[config.mk]
export PLATFORM = sky130hd
export DESIGN_NAME = sqrt_pipe
export DESIGN_NICKNAME = d
export VERILOG_FILES = /design/src/rtl/sqrt_pipe.sv
export SDC_FILE = /design/constraint.sdc
export NUM_CORES = 1
export LEC_CHECK = 0
export CORE_ASPECT_RATIO = 0.5
export CORE_MARGIN = 8
export CORE_UTILIZATION = 35
export DETAILED_ROUTE_END_ITERATION = 10
export HOLD_SLACK_MARGIN = 0.06
export REMOVE_ABC_BUFFERS = 1
export SYNTH_ARGS = -nofsm -noshare
export SYNTH_HDL_FRONTEND = slang
export SYNTH_SLANG_ARGS = --single-unit
[constraint.sdc]
create_clock -name clk -period 3.4 [get_ports clk]
set_input_delay 0.51 -clock clk [delete_from_list [all_inputs] [get_ports clk]]
set_output_delay 0.51 -clock clk [all_outputs]
set_load 0.02 [all_outputs]
[src/rtl/sqrt_pipe.sv]
// Fully pipelined integer square root. One root bit is resolved per stage, MSB
// first; each stage carries the partial root and its square so the trial
// comparison needs only shifts and adds. Valid/ready handshake with global
// stall: every stage advances together or holds together.
module sqrt_pipe #(
  parameter int unsigned IN_WIDTH   = 16,
  parameter int unsigned TAG_WIDTH  = 4,
  localparam int unsigned ROOT_WIDTH = IN_WIDTH / 2,
  localparam int unsigned SQ_WIDTH   = IN_WIDTH + 1,
  localparam int unsigned REM_WIDTH  = ROOT_WIDTH + 1
) (
  input  logic                  clk,
  input  logic                  rst_n,
  input  logic                  in_valid_i,
  output logic                  in_ready_o,
  input  logic [IN_WIDTH-1:0]   input_i,
  input  logic [TAG_WIDTH-1:0]  tag_i,
  output logic                  out_valid_o,
  input  logic                  out_ready_i,
  output logic [ROOT_WIDTH-1:0] root_o,
  output logic [REM_WIDTH-1:0]  rem_o,
  output logic [TAG_WIDTH-1:0]  tag_o
);

  // Odd or tiny operand widths have no meaningful root split.
  if ((IN_WIDTH % 2) != 0 || IN_WIDTH < 4) begin : g_bad_width
    $error("sqrt_pipe: IN_WIDTH must be even and >= 4");
  end

  logic en;

  for (genvar s = 0; s < ROOT_WIDTH; s++) begin : g_stage
    // Root bit resolved by this stage.
    localparam int unsigned B = ROOT_WIDTH - 1 - s;

    logic                  valid_prev;
    logic [IN_WIDTH-1:0]   in_prev;
    logic [TAG_WIDTH-1:0]  tag_prev;
    logic [ROOT_WIDTH-1:0] root_prev;
    logic [SQ_WIDTH-1:0]   sq_prev;

    logic [SQ_WIDTH-1:0]   cand_sq;
    logic [ROOT_WIDTH-1:0] root_d;
    logic [SQ_WIDTH-1:0]   sq_d;

    logic                  valid_q;
    logic [IN_WIDTH-1:0]   in_q;
    logic [TAG_WIDTH-1:0]  tag_q;
    logic [ROOT_WIDTH-1:0] root_q;
    logic [SQ_WIDTH-1:0]   sq_q;

    if (s == 0) begin : g_first
      assign valid_prev = in_valid_i;
      assign in_prev    = input_i;
      assign tag_prev   = tag_i;
      assign root_prev  = '0;
      assign sq_prev    = '0;
    end else begin : g_next
      assign valid_prev = g_stage[s-1].valid_q;
      assign in_prev    = g_stage[s-1].in_q;
      assign tag_prev   = g_stage[s-1].tag_q;
      assign root_prev  = g_stage[s-1].root_q;
      assign sq_prev    = g_stage[s-1].sq_q;
    end

    // Trial: (root + 2^B)^2 = root^2 + root*2^(B+1) + 2^(2B); keep the bit if it fits.
    always_comb begin
      cand_sq = sq_prev + (SQ_WIDTH'(root_prev) << (B + 1)) + (SQ_WIDTH'(1) << (2 * B));
      root_d  = root_prev;
      sq_d    = sq_prev;
      if (cand_sq <= {1'b0, in_prev}) begin
        root_d = root_prev | (ROOT_WIDTH'(1) << B);
        sq_d   = cand_sq;
      end
    end

    // Stage register: loads from the predecessor whenever the pipe advances.
    always_ff @(posedge clk or negedge rst_n) begin
      if (!rst_n) begin
        valid_q <= 1'b0;
        in_q    <= '0;
        tag_q   <= '0;
        root_q  <= '0;
        sq_q    <= '0;
      end else if (en) begin
        valid_q <= valid_prev;
        in_q    <= in_prev;
        tag_q   <= tag_prev;
        root_q  <= root_d;
        sq_q    <= sq_d;
      end
    end
  end

  assign out_valid_o = g_stage[ROOT_WIDTH-1].valid_q;
  assign root_o      = g_stage[ROOT_WIDTH-1].root_q;
  assign tag_o       = g_stage[ROOT_WIDTH-1].tag_q;

  // Remainder never exceeds 2*root, so the low bits of the difference are exact.
  assign rem_o = g_stage[ROOT_WIDTH-1].in_q[REM_WIDTH-1:0]
               - g_stage[ROOT_WIDTH-1].sq_q[REM_WIDTH-1:0];

  // Pipe advances unless a held result is blocked by the consumer.
  assign en         = !out_valid_o || out_ready_i;
  assign in_ready_o = en;

endmodule
==> run_results.csv, run 1 <==
group,metric,value,unit
status,outcome,"completed",
sta,hold_viol,0,
yosys,synth_ff_type,"dfrtp_1",
sta,fin_setup_tns,0,ps
yosys,ys_ff_latch,251,
yosys,avgSynthCellArea,8.79,um2
critical_path,reg2reg_depth,16,
place,placed_cell_area,13900,um2
critical_path,cp_cell_sequence,"ha_4, buf_4, a21oi_2, o211ai_1, a21oi_2, nor2_2, xor2_1, ha_1, nand3_2, buf_4, nor3_1, o41ai_4, buf_4, nand2_8, mux2i_1, o21ai_0",
sta,finalCritPeriodShare,96.7,%
final_layout,seq_area,6280,um2
clock_tree,cts_tree,"yes",
routing,via_count,9462,
critical_path,max_stage_delay,410,ps
grt,grt_overflow,0,
final_layout,syn_to_final_growth,19.4,%
yosys,synth_top_cell_area_share,49.5,%
critical_path,cp-end-kind,"flip-flop",
power_and_ir_drop,clockPowerShare,15.8,%
sta,post-route-min-period,3290,ps
final_layout,multiInputGateArea,6180,um2
power_and_ir_drop,p_comb_share,53.0,%
yosys,yosys-top-cells-count,"nand2_1 (551), dfrtp_1 (251), o21ai_0 (107), ha_1 (78), inv_1 (75)",
critical_path,crit_start,"g_stage[5].root_q[4]$_DFFE_PN0P_",
place,dp_hpwl,18200,um
floorplanning,die_w,285,um
routing,ant_nets,0,
routing,drt-total-wl,27000,um
place,placement.io_buffers,46,
final_layout,drive_gt1_share,10.4,%
power_and_ir_drop,internal_power,10.1,mW
place,gp_congestion,0.804,
critical_path,critPathKind,"reg2reg",
grt,antenna_found_initial,0,
power_and_ir_drop,p_switching,7.37,mW
grt,grt_pass1_vias,9070,
grt,grt_pass1_wl,45600,um
clock_tree,cts.reportedPaths.clkPinSlew,70,ps
grt,grtUsageTotal,12.4,%
critical_path,crit_slowest_cell,"dfrtp_1",
yosys,yosysMostFrequentCell,"nand2_1",
floorplanning,start_util,35.4,%
yosys,synth-edff-count,0,
final_layout,fin_area,15100,um2
critical_path,path_max_fanout,8,
yosys,post_synth_num_cell_types,67,
final_layout,final_cells,2016,
routing,first_pass_iters,4,
yosys,synth_area_leaders,"dfrtp_1 (50%), nand2_1 (16%), ha_1 (7.7%)",
yosys,synth.cell_area,12700,um2
hold_path,hp-class,"reg2reg",
power_and_ir_drop,power_leakage,7.24,nW
critical_path,critPathBufInv,3,
flow_run,drv_cap,0,
sta,tightest_slew,892,ps
clock_tree,htreeDepth,1,
critical_path,path_depth,16,
routing,detail_route.iter0.violations,413,
clock_tree,clock_latency,550,ps
power_and_ir_drop,peakVddDrop,0.000625,V
final_layout,fillers,3555,
final_layout,nets,1619,
critical_path,path_delay_family,"compound AO/OA/AOI/OAI gates",
sta,slew_viol_final,0,
clock_tree,clockRootBuffer,"clkbuf_16",
critical_path,required,3790,ps
grt,grt_max_degree,210,
power_and_ir_drop,seqPwrFrac,31.2,%
routing,drt-wirelength-per-cell,13.4,um
sta,setup_violations,0,
critical_path,start_kind,"flip-flop",
floorplanning,die_area,42900,um2
critical_path,reg2reg_to,"g_stage[6].sq_q[6]$_DFFE_PN0P_",
floorplanning,design.core.area,35800,um2
floorplanning,die_y,151,um
sta,max_freq,0.304,GHz
sta,max_slew_margin,40.5,%
power_and_ir_drop,sw_frac_of_total,42.1,%
routing,drc,0,
critical_path,regToRegSetupSlack,110,ps
clock_tree,cts_buffer_depth,3,
critical_path,worstSetupEndpoint,"g_stage[6].sq_q[6]$_DFFE_PN0P_",
floorplanning,rows,49,
yosys,yosysSeqAreaShare,49.5,%
critical_path,cp.arrival,3680,ps
sta,fin_skew,16.4,ps
yosys,synth_area_leader_cell,"dfrtp_1",
clock_tree,cts_buffers,26,
clock_tree,cts.sinks,251,
final_layout,num_antenna_cells,0,
yosys,async_flop_share,100,%
critical_path,timing.rr.start,"g_stage[5].root_q[4]$_DFFE_PN0P_",
floorplanning,io_pins,47,
yosys,netlist_instances,1443,
sta,whs,457,ps
sta,rsz0062_at_grt,"yes",
place,dp_cells,1957,
critical_path,crit_top_cell,"buf_4",
routing,vias_per_cell,4.69,
yosys,ys_warn_count,0,
power_and_ir_drop,powerDensity,1150,nW/um2
placed cells by master, fill, tap and decap left out, drive strengths merged, types with 3 or more instances in the layout:
cell type / count
o21ai: 119
dfrtp: 251
a21o: 9
o211ai: 4
xor2: 32
o22ai: 3
inv: 76
nand4: 7
or3: 3
a211oi: 3
clkinv: 5
a21oi: 37
nand2: 553
nor4: 9
nor3b: 4
nor3: 13
mux2i: 15
nor2b: 4
o21bai: 5
xnor2: 35
o41ai: 3
nand3: 30
nand2b: 11
buf: 60
o31ai: 3
and3: 5
nor2: 25
ha: 78
a31oi: 11
clkbuf: 36
clkdlybuf4s50: 42
worst min path at each step:
| stage | depth (start not counted) | endpoint | from |
|---|---|---|---|
| finish | 2 | g_stage[6].valid_q$_DFFE_PN0P_ | g_stage[6].valid_q$_DFFE_PN0P_ |
| global route | 2 | g_stage[6].tag_q[1]$_DFFE_PN0P_ | g_stage[6].tag_q[1]$_DFFE_PN0P_ |
| CTS | 3 | g_stage[0].tag_q[0]$_DFFE_PN0P_ | tag_i[0] |
| detailed placement | 2 | g_stage[6].valid_q$_DFFE_PN0P_ | g_stage[6].valid_q$_DFFE_PN0P_ |
| global placement | 2 | g_stage[6].valid_q$_DFFE_PN0P_ | g_stage[6].valid_q$_DFFE_PN0P_ |
| floorplan | 0 | g_stage[0].in_q[0]$_DFFE_PN0P_ | rst_n |
flip-flops by register name (all words and copies together), names as in the netlist:
name             cells
g_stage.in_q       121
g_stage.sq_q        60
g_stage.tag_q       28
g_stage.root_q      22
root_o               8
g_stage.valid_q      7
tag_o                4
out_valid_o          1
worst min-delay path: cells and delay by family, from the launching register on:
family	cells	cell delay, ps
and+or+nand+nor	2	90
DFF	1	340
cells by family after synthesis:
| family | Yosys count | synth area share (%) |
|---|---|---|
| compound gates | 215 | 10.3 |
| xor+xnor | 67 | 4.63 |
| fa+ha+maj | 78 | 7.70 |
| buf+inv | 135 | 4.13 |
| flops | 251 | 49.5 |
| mux | 16 | 1.27 |
| simple gates | 681 | 22.4 |
power groups by stage:
stage / logic, mW / clock network [mW] / registers [mW]
after global routing: 10.4 / 2.98 / 5.65
after floorplan: 5.99 / 0 / 5.22
after detailed placement: 8.67 / 0 / 5.45
after CTS: 8.80 / 2.86 / 5.41
after global placement: 8.57 / 0 / 5.40
final: 9.26 / 2.77 / 5.45
through the flow:
step                util [%]  setup WS [ps]  total power [mW]
floorplan                  -         -16760              11.2
global placement        38.8           -193              14.0
detailed placement      38.8           -221              14.1
CTS                     41.4          0.794              17.1
global route            42.3          -97.2              19.1
finish                  42.3            111              17.5
area by class of cell:
class | instances | share of cell area [%]
Timing Repair Buffer | 106 | 6.34
Multi-Input combinational cell | 1057 | 40.8
Clock inverter | 8 | 0.636
Tap cell | 484 | 4.00
Clock buffer | 35 | 4.85
Sequential cell | 251 | 41.5
Inverter | 75 | 1.89
per-layer routing:
metal  track usage, %  vias up  part of all wire, %
met4             3.50        0                  2.5
met5                0        -                    0
met2             19.8       84                   44
met3             1.84       42                  2.3
li1                 -     4888                    -
met1             17.4     4448                   51
timing repair:
action | 4_1_cts | 5_1_grt
pin swaps | 6 | 25
buffers inserted | 2 | 14
hold endpoints to repair | 70 | 0
setup endpoints to repair | 22 | 38
hold buffers | 1 | 0
resized for setup | 20 | 36
No activity file was read; power rests on OpenSTA's default activity.
==> inputs of run 2 (changes only) <==
- ABC_CLOCK_PERIOD_IN_PS: unset -> 3400
==> results of run 2 <==
The final DEF is identical to that of run 1; final timing and power are the same.
